**src/rtl/cmd_phy_scheduler.sv**
```systemverilog
// cmd_phy_scheduler
//   Shares the command phy between two requesters (req0 = host register path,
//   req1 = data-path auto command). Round-robin arbitration, one command in
//   flight, phy strobe/ack handshake, retry on phy timeout, and a watchdog that
//   aborts and re-idles a hung phy. One response record per accepted command.
// Ports
//   sd_clock, reset          clock, asynchronous active-high reset
//   reqN_valid/cmd/no_resp   command request from requester N (held until ready)
//   reqN_ready               command accepted this cycle
//   rsp_valid/id/data        response record, held until rsp_ready
//   rsp_timeout, rsp_abort   result flags (timeout after all retries / watchdog)
//   busy                     scheduler not idle
//   phy_*                    handshake with the command phy
module cmd_phy_scheduler #(
   parameter int CMD_W     = 40,
   parameter int RESP_W    = 128,
   parameter int MAX_RETRY = 2,
   parameter int WDOG_CYC  = 4096
) (
   input  logic              sd_clock,
   input  logic              reset,
   input  logic              req0_valid,
   input  logic [CMD_W-1:0]  req0_cmd,
   input  logic              req0_no_resp,
   output logic              req0_ready,
   input  logic              req1_valid,
   input  logic [CMD_W-1:0]  req1_cmd,
   input  logic              req1_no_resp,
   output logic              req1_ready,
   output logic              rsp_valid,
   output logic              rsp_id,
   output logic [RESP_W-1:0] rsp_data,
   output logic              rsp_timeout,
   output logic              rsp_abort,
   input  logic              rsp_ready,
   output logic              busy,
   output logic              phy_strobe_in,
   output logic [CMD_W-1:0]  phy_cmd,
   output logic              phy_no_response,
   output logic              phy_idle_in,
   output logic              phy_ack_in,
   input  logic              phy_ack_out,
   input  logic              phy_strobe_out,
   input  logic [RESP_W-1:0] phy_response,
   input  logic              phy_command_timeout
);

   typedef enum logic [2:0] {IDLE, GRANT, SEND, WAIT_RESP, ACK, ABORT, DONE} state_t;

   localparam int RW = $clog2(MAX_RETRY + 2);
   localparam int WW = $clog2(WDOG_CYC);
   localparam logic [RW-1:0] RETRY_MAX = RW'(MAX_RETRY);
   localparam logic [WW-1:0] WDOG_LAST = WW'(WDOG_CYC - 1);

   state_t        state;
   logic          sel;
   logic          last_grant;
   logic          lat_timeout;
   logic          abort_cnt;
   logic [RW-1:0] retry_cnt;
   logic [WW-1:0] wdog;

   logic pick, sel_valid, wdog_hit, retry;

   // Tie goes to the requester that was not granted last; otherwise the lone requester.
   assign pick      = (req0_valid && req1_valid) ? ~last_grant : req1_valid;
   assign sel_valid = sel ? req1_valid : req0_valid;

   // Ready is gated by valid: a requester that withdrew during GRANT is not accepted.
   assign req0_ready = (state == GRANT) && !sel && req0_valid;
   assign req1_ready = (state == GRANT) &&  sel && req1_valid;

   assign wdog_hit = (wdog == WDOG_LAST);
   // no-response commands never retry, their timeout flag is meaningless
   assign retry    = lat_timeout && !phy_no_response && (retry_cnt < RETRY_MAX);

   always_ff @(posedge sd_clock or posedge reset) begin
      if (reset) begin
         state           <= IDLE;
         sel             <= 1'b0;
         last_grant      <= 1'b1;
         lat_timeout     <= 1'b0;
         abort_cnt       <= 1'b0;
         retry_cnt       <= '0;
         wdog            <= '0;
         rsp_valid       <= 1'b0;
         rsp_id          <= 1'b0;
         rsp_data        <= '0;
         rsp_timeout     <= 1'b0;
         rsp_abort       <= 1'b0;
         busy            <= 1'b0;
         phy_strobe_in   <= 1'b0;
         phy_cmd         <= '0;
         phy_no_response <= 1'b0;
         phy_idle_in     <= 1'b1;
         phy_ack_in      <= 1'b0;
      end else begin
         case (state)
            IDLE: begin
               if (req0_valid || req1_valid) begin
                  sel         <= pick;
                  busy        <= 1'b1;
                  phy_idle_in <= 1'b0;
                  state       <= GRANT;
               end
            end

            GRANT: begin
               last_grant <= sel;
               if (sel_valid) begin
                  phy_cmd         <= sel ? req1_cmd : req0_cmd;
                  phy_no_response <= sel ? req1_no_resp : req0_no_resp;
                  rsp_id          <= sel;
                  retry_cnt       <= '0;
                  wdog            <= '0;
                  phy_strobe_in   <= 1'b1;
                  state           <= SEND;
               end else begin
                  // request withdrawn before acceptance: nothing issued
                  busy        <= 1'b0;
                  phy_idle_in <= 1'b1;
                  state       <= IDLE;
               end
            end

            SEND: begin
               // watchdog wins over a same-cycle ack; it never passes WDOG_LAST
               if (wdog_hit) begin
                  abort_cnt     <= 1'b0;
                  phy_strobe_in <= 1'b0;
                  phy_ack_in    <= 1'b0;
                  phy_idle_in   <= 1'b1;
                  state         <= ABORT;
               end else begin
                  wdog <= wdog + 1'b1;
                  if (phy_ack_out) begin
                     phy_strobe_in <= 1'b0;
                     state         <= WAIT_RESP;
                  end
               end
            end

            WAIT_RESP: begin
               if (wdog_hit) begin
                  abort_cnt     <= 1'b0;
                  phy_strobe_in <= 1'b0;
                  phy_ack_in    <= 1'b0;
                  phy_idle_in   <= 1'b1;
                  state         <= ABORT;
               end else begin
                  wdog <= wdog + 1'b1;
                  if (phy_strobe_out) begin
                     rsp_data    <= phy_response;
                     lat_timeout <= phy_command_timeout;
                     phy_ack_in  <= 1'b1;
                     state       <= ACK;
                  end
               end
            end

            ACK: begin
               // hold ack until the phy withdraws its result
               if (!phy_strobe_out) begin
                  phy_ack_in <= 1'b0;
                  if (retry) begin
                     retry_cnt     <= retry_cnt + 1'b1;
                     wdog          <= '0;
                     phy_strobe_in <= 1'b1;
                     state         <= SEND;
                  end else begin
                     rsp_timeout <= lat_timeout && !phy_no_response;
                     rsp_abort   <= 1'b0;
                     rsp_valid   <= 1'b1;
                     state       <= DONE;
                  end
               end
            end

            ABORT: begin
               // two cycles of idle_in with strobe/ack low to re-idle the phy
               if (abort_cnt) begin
                  phy_idle_in <= 1'b0;
                  rsp_abort   <= 1'b1;
                  rsp_timeout <= 1'b0;
                  rsp_data    <= '0;
                  rsp_valid   <= 1'b1;
                  state       <= DONE;
               end else begin
                  abort_cnt <= 1'b1;
               end
            end

            DONE: begin
               if (rsp_ready) begin
                  rsp_valid   <= 1'b0;
                  busy        <= 1'b0;
                  phy_idle_in <= 1'b1;
                  state       <= IDLE;
               end
            end

            default: state <= IDLE;
         endcase
      end
   end

endmodule

```
**config.mk**
```make
export PLATFORM = sky130hd
export DESIGN_NAME = cmd_phy_scheduler
export DESIGN_NICKNAME = d
export VERILOG_FILES = /design/src/rtl/cmd_phy_scheduler.sv
export SDC_FILE = /design/constraint.sdc
export NUM_CORES = 1
export LEC_CHECK = 0
export ABC_AREA = 1
export BUFFER_PORTS_ARGS = -buffer_cell sky130_fd_sc_hd__buf_2
export CAP_MARGIN = 20
export CORE_AREA = 8 8 147 149
export DETAILED_ROUTE_END_ITERATION = 8
export DIE_AREA = 0 0 155 157
export PLACE_DENSITY = 0.79
export SLEW_MARGIN = 20
export SYNTH_ARGS = -nofsm -noshare
export SYNTH_HDL_FRONTEND = slang
export SYNTH_SLANG_ARGS = --single-unit
```
**constraint.sdc**
```tcl
create_clock -name sd_clock -period 17.9 [get_ports sd_clock]
set_input_delay 1.79 -clock sd_clock [delete_from_list [all_inputs] [get_ports sd_clock]]
set_output_delay 1.79 -clock sd_clock [all_outputs]
set_load 0.02 [all_outputs]
```
# Word level (Yosys, flattened, before mapping)
# Cells that the tools add are included.
word_totals:
  ram_bits: 0
  mem_bits_ro: 0
  memories: 0
  output_inout_bits: 179
  word_cells: 142
  latchBits: 0
  input_bits: 218
  ff_bits: 198
op_classes:
  bitwise_logic: 2
  addsub: 2
  div: 0
  magnitude_cmp: 1
  n_mul: 0
  n_eq_ne: 23
  n_mux: 60
  shift: 0
  reduce_logical: 36
op_table:
  columns: ["op", "count"]
  rows:
  - ["128-bit two-way mux", 3]
  - ["128-bit case mux with 2 select lines", 1]
  - ["12-bit two-way mux", 4]
  - ["40-bit two-way mux", 1]
  - ["12-bit case mux with 3 select lines", 1]
  - ["1-bit two-way mux", 27]
  - ["3-bit two-way mux", 9]
  - ["2-bit != test, second input constant", 13]
  - ["3-bit case mux with 7 select lines", 1]
  - ["4-bit AND reduction", 5]
  - ["6-bit AND reduction", 3]
  - ["12-bit by 1-bit adder with 12-bit output, second input constant", 1]
  - ["12-bit equality test, second input constant", 1]
  - ["3-bit nonzero test", 4]
  - ["5-bit AND reduction", 2]
  - ["3-bit equality test, second input constant", 3]
  - ["1-bit case mux with 3 select lines", 3]
  - ["2-bit two-way mux", 4]
  - ["2-bit nonzero test", 4]
  - ["1-bit logical AND", 7]
  - ["3-bit by 2-bit equality test with 1-bit output, second input constant", 2]
  - ["3-bit != test, second input constant", 2]
  - ["1-bit case mux with 2 select lines", 3]
  - ["2-bit AND reduction", 3]
  - ["other kinds (15)", 17]

# Logic depth before layout (Yosys ltp)
# Gate-level depths: netlist of the first run.
logic_depth:
  depth_word: 6
  depth_mapped: 11
  ltp_nobuf: 10

# Worst setup path after synthesis of the first run
# Ideal clock, no wire load.
synth_path:
  path_kind: "input to output"
  from: "input port req0_valid"
  to: "output port req0_ready"
  cell_stages: 2
  path_slack_ns: 13.798
  required_time_ns: 16.110
  path_buffers: 0
  t_arrival_ns: 2.312
  cell_sequence: "inv_1 -> nor3_1"
synth_between:
  elab_chain_len: 1
synth_lines:
  columns: ["element", "line_no", "source"]
  rows:
  - ["start: declaration", "22", "input logic req0_valid,"]
  - ["1-bit logical AND", "70", "assign req0_ready = (state == GRANT) && !sel && req0_valid;"]
  - ["end: declaration", "25", "output logic req0_ready,"]
# No other way between the ends.

# Final worst setup path of the first run
layout_path:
  from: "input port req1_valid"
  to: "output port req1_ready"
layout_between:
  elab_chain_len: 1
layout_lines:
  columns: ["element", "line_no", "source"]
  rows:
  - ["start: declaration", "26", "input logic req1_valid,"]
  - ["1-bit logical AND", "71", "assign req1_ready = (state == GRANT) && sel && req1_valid;"]
  - ["end: declaration", "29", "output logic req1_ready,"]
# No other way between the ends.

==> reports/qor.csv, run 1 <==
metric,value,unit
status,completed,
path_max_fanout,3,
clock_latency,440,ps
yosys_register_bits,198,
fp.dieW,155,um
drcViolationCount,0,
synth_xor_area_share,0.1044,%
grt_overflow,0,
cts-root-buf,clkbuf_16,
muxShareOfSynthArea,0,%
rsz0062_at_grt,no,
synth_cell_types,27,
cellPowerDensity,179.7,nW/um^2
required,16110,ps
seqCellArea,4957,um^2
cts_buffers,17,
gp_congestion,0.8947,
grt_max_degree,140,
area_growth_syn_to_layout,32.26,%
clock_sinks,198,
report.final.slew_viol_count,0,
antenna_found_initial,5,
core.rowCount,51,
crit_type,primary input to output pin,
via_per_inst,4.792,
hold_slack,467.1,ps
detailed_place_hpwl,21580,um
synth_top_family_by_area,simple AND/OR/NAND/NOR gates,
min_path_type,register to register,
setup-tns-final,0,ps
fp.dieH,157,um
port_buffers,396,
fmax,0.2440,GHz
initial_core_util,43.66,%
setup-violations-final,0,
synthAdderAreaFrac,0.1492,%
min_period,4098,ps
wirelength,27940,um
grt_usage,22.20,%
synth_compound_area_share,4.655,%
synth-simple-area-share,31.05,%
ir_worst_vdd,91.32,uV
syn-num-nets,1240,
avgSynthCellArea,8.213,um^2
core-area,19210,um^2
path_clk_slew,70,ps
yosysWarnings,0,
synthesis.area,8386,um^2
drt_pass1_iterations,5,
layout-drive-gt1-share,31.81,%
final_nets,1611,
multiInputGateArea,3034,um^2
hold_viol,0,
relSlewSlack,34.71,%
first_iter_violations,542,
yosysSeqAreaShare,59.12,%
power.leakage,0.006486,uW
cts_resized,0,
cts_tree,done,
hold_buffers,0,
max_cap_violations,0,
ant_nets,0,
cp-end-kind,output pin,
clk_path_buf_depth,2,
htreeDepth,4,
tightest_slew,979.3,ps
first_global_vias,7540,
ios,397,
fillerInstances,1736,
vias,8008,
fin_ws,13800,ps
pre_cts_ws,13800,ps
die_area,24340,um^2
syn_inst,1021,
skew,17.39,ps
postCtsSetupBuffers,0,
crit_arrival,2310,ps
grt_first_pass_wirelength,41790,um
wl_per_cell,16.72,um
min_period_over_period,22.90,%
start_kind,primary input,
layer usage:
layer | global-route usage, % | vias up | routed length [um]
li1 | - | 3919 | -
met1 | 26.47 | 3695 | 11010
met2 | 38.12 | 350 | 13880
met3 | 6.636 | 40 | 2365
met4 | 6.580 | 4 | 661
met5 | 0 | - | 21
critical path, cell delays in order:
cell and delay, ps:
buf_2 100, nand2_1 80, nor2_1 120, buf_2 210
kinds of logic (layout without fill, tap and decap cells):
logic type               Yosys count  after routing
flip-flops                       198            198
XOR/XNOR                           1              1
other                              0              1
AO/OA/AOI/OAI                     67             67
adder cells (fa/ha/maj)            1              1
buffers and inverters             85            469
AND/OR/NAND/NOR                  669            669
power breakdown:
| part | leakage (uW) | switching (uW) | internal (uW) | total (uW) |
|---|---|---|---|---|
| Clock | 0.000289 | 196 | 191 | 387 |
| Combinational | 0.00366 | 610 | 265 | 875 |
| Sequential | 0.00254 | 103 | 628 | 731 |
| Total | 0.00649 | 909 | 1080 | 1990 |
path summary, 6_finish.rpt:
kind / startpoint / endpoint / slack (ps) / cells after the start
min in group asynchronous: reset / rsp_data[64]$_DFFE_PP0P_ / 1540 / 2
max reg2reg: state[2]$_DFFE_PP0P_ / rsp_data[96]$_DFFE_PP0P_ / 14870 / 8
max in group asynchronous: reset / phy_cmd[30]$_DFFE_PP0P_ / 14930 / 3
min: rsp_data[39]$_DFFE_PP0P_ / rsp_data[39]$_DFFE_PP0P_ / 470 / 2
max: req1_valid / req1_ready / 13800 / 4
min reg2reg: rsp_data[39]$_DFFE_PP0P_ / rsp_data[39]$_DFFE_PP0P_ / 470 / 2
placed cells by master (no fill, tap or decap), types with 2 or more instances in the layout:
| master | instances |
|---|---|
| inv_2 | 5 |
| inv_6 | 3 |
| nand4_1 | 4 |
| o21ai_1 | 4 |
| or2_2 | 2 |
| nand3b_1 | 3 |
| buf_4 | 5 |
| clkinv_8 | 4 |
| inv_12 | 2 |
| dfstp_2 | 2 |
| o21ai_0 | 17 |
| inv_8 | 4 |
| nand3_1 | 33 |
| nor2_4 | 2 |
| nor3_1 | 3 |
| clkbuf_16 | 17 |
| inv_1 | 29 |
| nand2_1 | 556 |
| nor2_1 | 62 |
| buf_2 | 396 |
| a31oi_1 | 41 |
| a21oi_1 | 4 |
| dfrtp_1 | 196 |
registers in the layout (all words and copies together) (netlist names), 2 cells and up:
name       flops
state          3
rsp_data     128
phy_cmd       40
retry_cnt      2
wdog          12
synthesized netlist by cell type (all sizes together):
master | count | share of area (%)
dfrtp | 196 | 58
a31oi | 41 | 3.1
nor2 | 65 | 3.0
a2bb2oi | 1 | 0.10
nand4 | 5 | 0.45
nand2 | 557 | 25
or2 | 2 | 0.15
clkbuf | 9 | 0.40
a21oi | 4 | 0.24
xor2 | 1 | 0.10
buf | 40 | 2.9
nand3b | 3 | 0.27
dfstp | 2 | 0.63
inv | 35 | 1.6
ha | 1 | 0.15
clkinv | 1 | 0.045
o21ai | 21 | 1.3
nor3 | 3 | 0.18
nand3 | 33 | 2.0
and3 | 1 | 0.075
per-stage QoR:
stage                     instance area (um^2)  util [%]  std cells  power [uW]
after detailed placement                 10490     54.59       1638        1623
after global placement                   10490     54.59       1638        1599
after global routing                     11090     57.74       1671        2130
after floorplan                           8386         -       1021        1310
after CTS                                11090     57.73       1670        2012
final                                    11090     57.74       1671        1993
area by class of cell:
type / instances / area share, %
Clock inverter: 14 / 1.568
Clock buffer: 18 / 3.870
Tap cell: 265 / 2.990
Antenna cell: 1 / 0.02256
Inverter: 36 / 1.286
Timing Repair Buffer: 401 / 18.21
Multi-Input combinational cell: 738 / 27.36
Sequential cell: 198 / 44.70
Power figures use the tool's default switching activity.
==> run 2, diff against run 1 <==
==> constraint.sdc (replaced) <==
create_clock -name sd_clock -period 4.1 [get_ports sd_clock]
set_input_delay 0.41 -clock sd_clock [delete_from_list [all_inputs] [get_ports sd_clock]]
set_output_delay 0.41 -clock sd_clock [all_outputs]
set_load 0.02 [all_outputs]
==> reports/qor.csv, run 2 (synthesized netlist as in run 1, its figures left out) <==
metric,value,unit
status,completed,
antenna_found_initial,8,
port_buffers,396,
cts_resized,0,
detailed_place_hpwl,20750,um
clock_sinks,198,
min_path_type,primary input to async pin,
power.leakage,0.006535,uW
p_int,4773,uW
initial_core_util,43.66,%
gp_congestion,0.8974,
ios,397,
fin_ws,1182,ps
setup-violations-final,0,
first_global_vias,7883,
postCtsSetupBuffers,0,
rr_worst_depth,8,
ant_nets,0,
design_area,11190,um^2
fp.dieH,157,um
final_common_cell,nand2_1,
cts_tree,done,
crit_cells,8,
grt_overflow,0,
required,4450,ps
core.rowCount,51,
drt_pass1_iterations,5,
crit_type,register to register,
start_kind,register,
ir_worst_vdd,406.0,uV
tightest_slew,1031,ps
hold_viol,0,
cp_top_family,buffers and inverters,
hold_buffers,0,
vias,8062,
crit_path_cell_trace,buf_4 -> inv_2 -> nand2_1 -> nand2_1 -> nor2_4 -> buf_4 -> nor2_1 -> a31oi_1,
wirelength,27280,um
wl_per_cell,16.26,um
setup-tns-final,0,ps
relSlewSlack,31.09,%
placed_area,10530,um^2
fmax,0.3427,GHz
grt_usage,21.89,%
fp.dieW,155,um
grt_first_pass_wirelength,42000,um
path_max_fanout,46,
top_regs,"rsp_data: 128 flops, phy_cmd: 40 flops, wdog: 12 flops",
die_area,24340,um^2
swShare,45.30,%
mostFrequentLayoutCells,"nand2_1, buf_2, dfrtp_1",
cellPowerDensity,779.5,nW/um^2
report.final.slew_viol_count,0,
combPwrFrac,44.4,%
crit_buf_inv,3,
pre_cts_ws,1168,ps
cp_slowest_cell,nor2_4,
layout-drive-gt1-share,32.06,%
skew,16.19,ps
grt_max_degree,199,
crit_arrival,3270,ps
min_period_over_period,71.17,%
core-area,19210,um^2
drcViolationCount,0,
hold_slack,104.8,ps
via_per_inst,4.805,
top_register,rsp_data,
clock_latency,430,ps
cp-end-kind,register,
p_clk_share,19.2,%
area_growth_syn_to_layout,33.48,%
clk_path_buf_depth,2,
max_cap_violations,0,
rsz0062_at_grt,no,
power_switching,3952,uW
cts_buffers,17,
cts-root-buf,clkbuf_16,
largest_reg_flops,128,
first_iter_violations,531,
seq_power_share,36.4,%
crit_path_max_incr_delay,630,ps
htreeDepth,4,
path_clk_slew,80,ps
min_period,2918,ps
final_nets,1616,
==> run 2: power by group through the flow <==
stage	clock, uW	sequential [uW]	combinational (uW)
2_1_floorplan	0	4060	1660
3_3_place_gp	0	3160	3810
3_5_place_dp	0	3190	3900
4_1_cts	1730	3170	3900
5_1_grt	1820	3280	4270
6_report	1680	3170	3870
==> run 2: final cells by class <==
type,instances,area [um^2]
fill,1740,8014
sequential,198,4957
multi-input combinational,738,3034
timing repair buffer,406,2115
clock buffer,18,429.2
tap,265,331.6
clock inverter,14,180.2
inverter,36,138.9
antenna,3,7.507
==> run 2: path summary, 6_finish.rpt <==
path                                           from                   endpoint  slack (ps)
min in group sd_clock             phy_response[110]  rsp_data[110]$_DFFE_PP0P_         170
max reg2reg                         sel$_DFFE_PP0P_     phy_cmd[3]$_DFFE_PP0P_        1180
max in group asynchronous                     reset     last_grant$_DFFE_PP1P_        3100
max                                 sel$_DFFE_PP0P_     phy_cmd[3]$_DFFE_PP0P_        1180
min                                           reset  rsp_data[103]$_DFFE_PP0P_         100
min reg2reg                rsp_data[42]$_DFFE_PP0P_   rsp_data[42]$_DFFE_PP0P_         470
==> run 2: per-layer routing <==
layer | routed length [um] | part of all wire (%) | vias to the layer above | global-route usage [%]
li1 | - | - | 3933 | -
met1 | 10380 | 38 | 3698 | 25.18
met2 | 13560 | 50 | 358 | 36.88
met3 | 2367 | 8.7 | 63 | 7.211
met4 | 923 | 3.4 | 10 | 9.379
met5 | 52 | 0.19 | - | 0
==> run 2: stage by stage <==
| stage | util (%) | instances | power, uW |
|---|---|---|---|
| floorplan | - | 1021 | 5720 |
| global placement | 54.82 | 1641 | 6971 |
| detailed placement | 54.82 | 1641 | 7089 |
| CTS | 57.99 | 1673 | 8793 |
| global route | 58.26 | 1677 | 9364 |
| finish | 58.28 | 1678 | 8725 |
==> run 2: tightest hold or removal path: cells and delay by family <==
kind,cells,cell delay (ps)
buffers and inverters,3,560
==> run 3, diff against run 2 <==
--- a/config.mk
+++ b/config.mk
@@ -8,9 +8,10 @@
 export ABC_AREA = 1
 export BUFFER_PORTS_ARGS = -buffer_cell sky130_fd_sc_hd__buf_2
 export CAP_MARGIN = 20
-export CORE_AREA = 8 8 147 149
+export CORE_ASPECT_RATIO = 1.1
+export CORE_MARGIN = 8
+export CORE_UTILIZATION = 42
 export DETAILED_ROUTE_END_ITERATION = 8
-export DIE_AREA = 0 0 155 157
 export PLACE_DENSITY = 0.79
 export SLEW_MARGIN = 20
 export SYNTH_ARGS = -nofsm -noshare
==> constraint.sdc (replaced) <==
create_clock -name sd_clock -period 2.5 [get_ports sd_clock]
set_input_delay 0.25 -clock sd_clock [delete_from_list [all_inputs] [get_ports sd_clock]]
set_output_delay 0.25 -clock sd_clock [all_outputs]
set_load 0.02 [all_outputs]
==> reports/qor.csv, run 3 (synthesized netlist as in run 1, its figures left out) <==
metric,value,unit
drcViolationCount,0,
htreeDepth,4,
status,completed,
core.rowCount,54,
core-area,19730,um^2
fillerInstances,1752,
largest_reg_flops,128,
drt_pass1_iterations,5,
critPathMostFrequentCell,nand2_1,
fp.dieW,150.7,um
grt_overflow,0,
hold_slack,20.64,ps
path_clk_slew,90,ps
fin_total_pwr,14460,uW
cellPowerDensity,1249,nW/um^2
area_growth_syn_to_layout,38.11,%
relSlewSlack,44.21,%
start_kind,register,
ir_worst_vdd,621.1,uV
mostFrequentLayoutCells,"nand2_1, buf_2, dfrtp_1",
dp_cells,1631,
cts_buffers,17,
report.final.slew_viol_count,0,
fmax,0.4860,GHz
ant_nets,0,
fp.dieH,164.2,um
cp_slowest_cell,dfrtp_1,
skew,17.41,ps
hold_viol,0,
min_period,2058,ps
port_buffers,396,
cts_resized,0,
antenna_found_initial,4,
first_iter_violations,391,
min_period_over_period,82.30,%
initial_core_util,42.50,%
cts_tree,done,
crit_type,register to register,
top_register,rsp_data,
die_area,24750,um^2
power.leakage,0.006691,uW
cp-end-kind,register,
setup-violations-final,0,
clock_sinks,198,
vias,8193,
gp_congestion,0.9325,
rr_worst_depth,10,
cts-root-buf,clkbuf_16,
final_nets,1652,
crit_path_cell_trace,ha_1 -> nand2_1 -> nor2_1 -> nand2_1 -> clkinv_1 -> nand3_1 -> nand4_4 -> buf_12 -> nand2_1 -> nand2_1,
grt_first_pass_wirelength,43550,um
clk_path_buf_depth,2,
via_per_inst,4.811,
required,2870,ps
worstHoldPathCells,3,
rsz0062_at_grt,no,
min_path_type,primary input to register,
wl_per_cell,16.75,um
instances_no_fill,1703,
max_cap_violations,0,
crit_path_max_incr_delay,390,ps
setup-tns-final,0,ps
grt_usage,22.51,%
path_max_fanout,83,
layout-drive-gt1-share,31.40,%
ios,397,
clock_latency,440,ps
crit_arrival,2430,ps
grt_max_degree,131,
final_util,58.70,%
detailed_place_hpwl,21720,um
first_global_vias,8459,
top_regs,"rsp_data: 128 flops, phy_cmd: 40 flops, wdog: 12 flops",
final_common_cell,nand2_1,
tightest_slew,836.8,ps
wirelength,28530,um
run 3: changes by cell type in the layout (fill, tap and decap cells not counted):
cell / before / now
buf_12: 3 / 7
buf_16: 1 / 0
buf_4: 6 / 4
clkbuf_1: 1 / 0
clkinv_4: 2 / 1
clkinv_8: 5 / 6
clkinvlp_4: 1 / 2
diode_2: 3 / 5
dlygate4sd3_1: 0 / 35
run 3: path summary, 6_finish.rpt:
path | start | to | slack [ps]
max | wdog[0]$_DFFE_PP0P_ | rsp_data[105]$_DFFE_PP0P_ | 440
min | phy_response[86] | rsp_data[86]$_DFFE_PP0P_ | 20
max reg2reg | wdog[0]$_DFFE_PP0P_ | rsp_data[105]$_DFFE_PP0P_ | 440
min reg2reg | rsp_data[41]$_DFFE_PP0P_ | rsp_data[41]$_DFFE_PP0P_ | 470
max in group asynchronous | reset | rsp_data[53]$_DFFE_PP0P_ | 1810
min in group asynchronous | reset | rsp_data[4]$_DFFE_PP0P_ | 30
run 3: timing repair:
item                                    in CTS  in global routing
hold endpoints to repair                    35                  0
setup buffers                                0                  0
endpoints found under the setup margin       0                  0
hold buffers                                35                  0
run 3: power by group:
part,internal (uW),switching [uW]
registers,4500,731
clock network,1380,1420
logic,2040,4390
total,7910,6550
run 3: metrics by stage:
step                cell area [um^2]  setup WS (ps)
floorplan                       8389         -308.7
global placement               10600          568.4
finish                         11580          442.4
detailed placement             10600          490.5
CTS                            11570          441.8
global route                   11570          233.2
run 3: final cells by class:
class                      instances  area (um^2)  share of cell area [%]
antenna                            5        12.51                  0.1080
clock buffer                      17        425.4                   3.673
clock inverter                    15        195.2                   1.685
inverter                          36        138.9                   1.199
multi-input combinational        738         3034                   26.20
sequential                       198         4957                   42.80
tap                              252        315.3                   2.723
timing repair buffer             442         2502                   21.61
run 3: critical path: cells and delay by family (launching register included):
family	cells	cell delay (ps)
simple gates	7	970
buf+inv	2	420
flops	1	390
fa+ha+maj	1	180
run 3: metal layers:
metal	global-route usage (%)	part of all wire (%)
met1	25.06	37
met2	37.41	49
met3	7.578	9.8
met4	12.16	4.4
met5	0	0.046
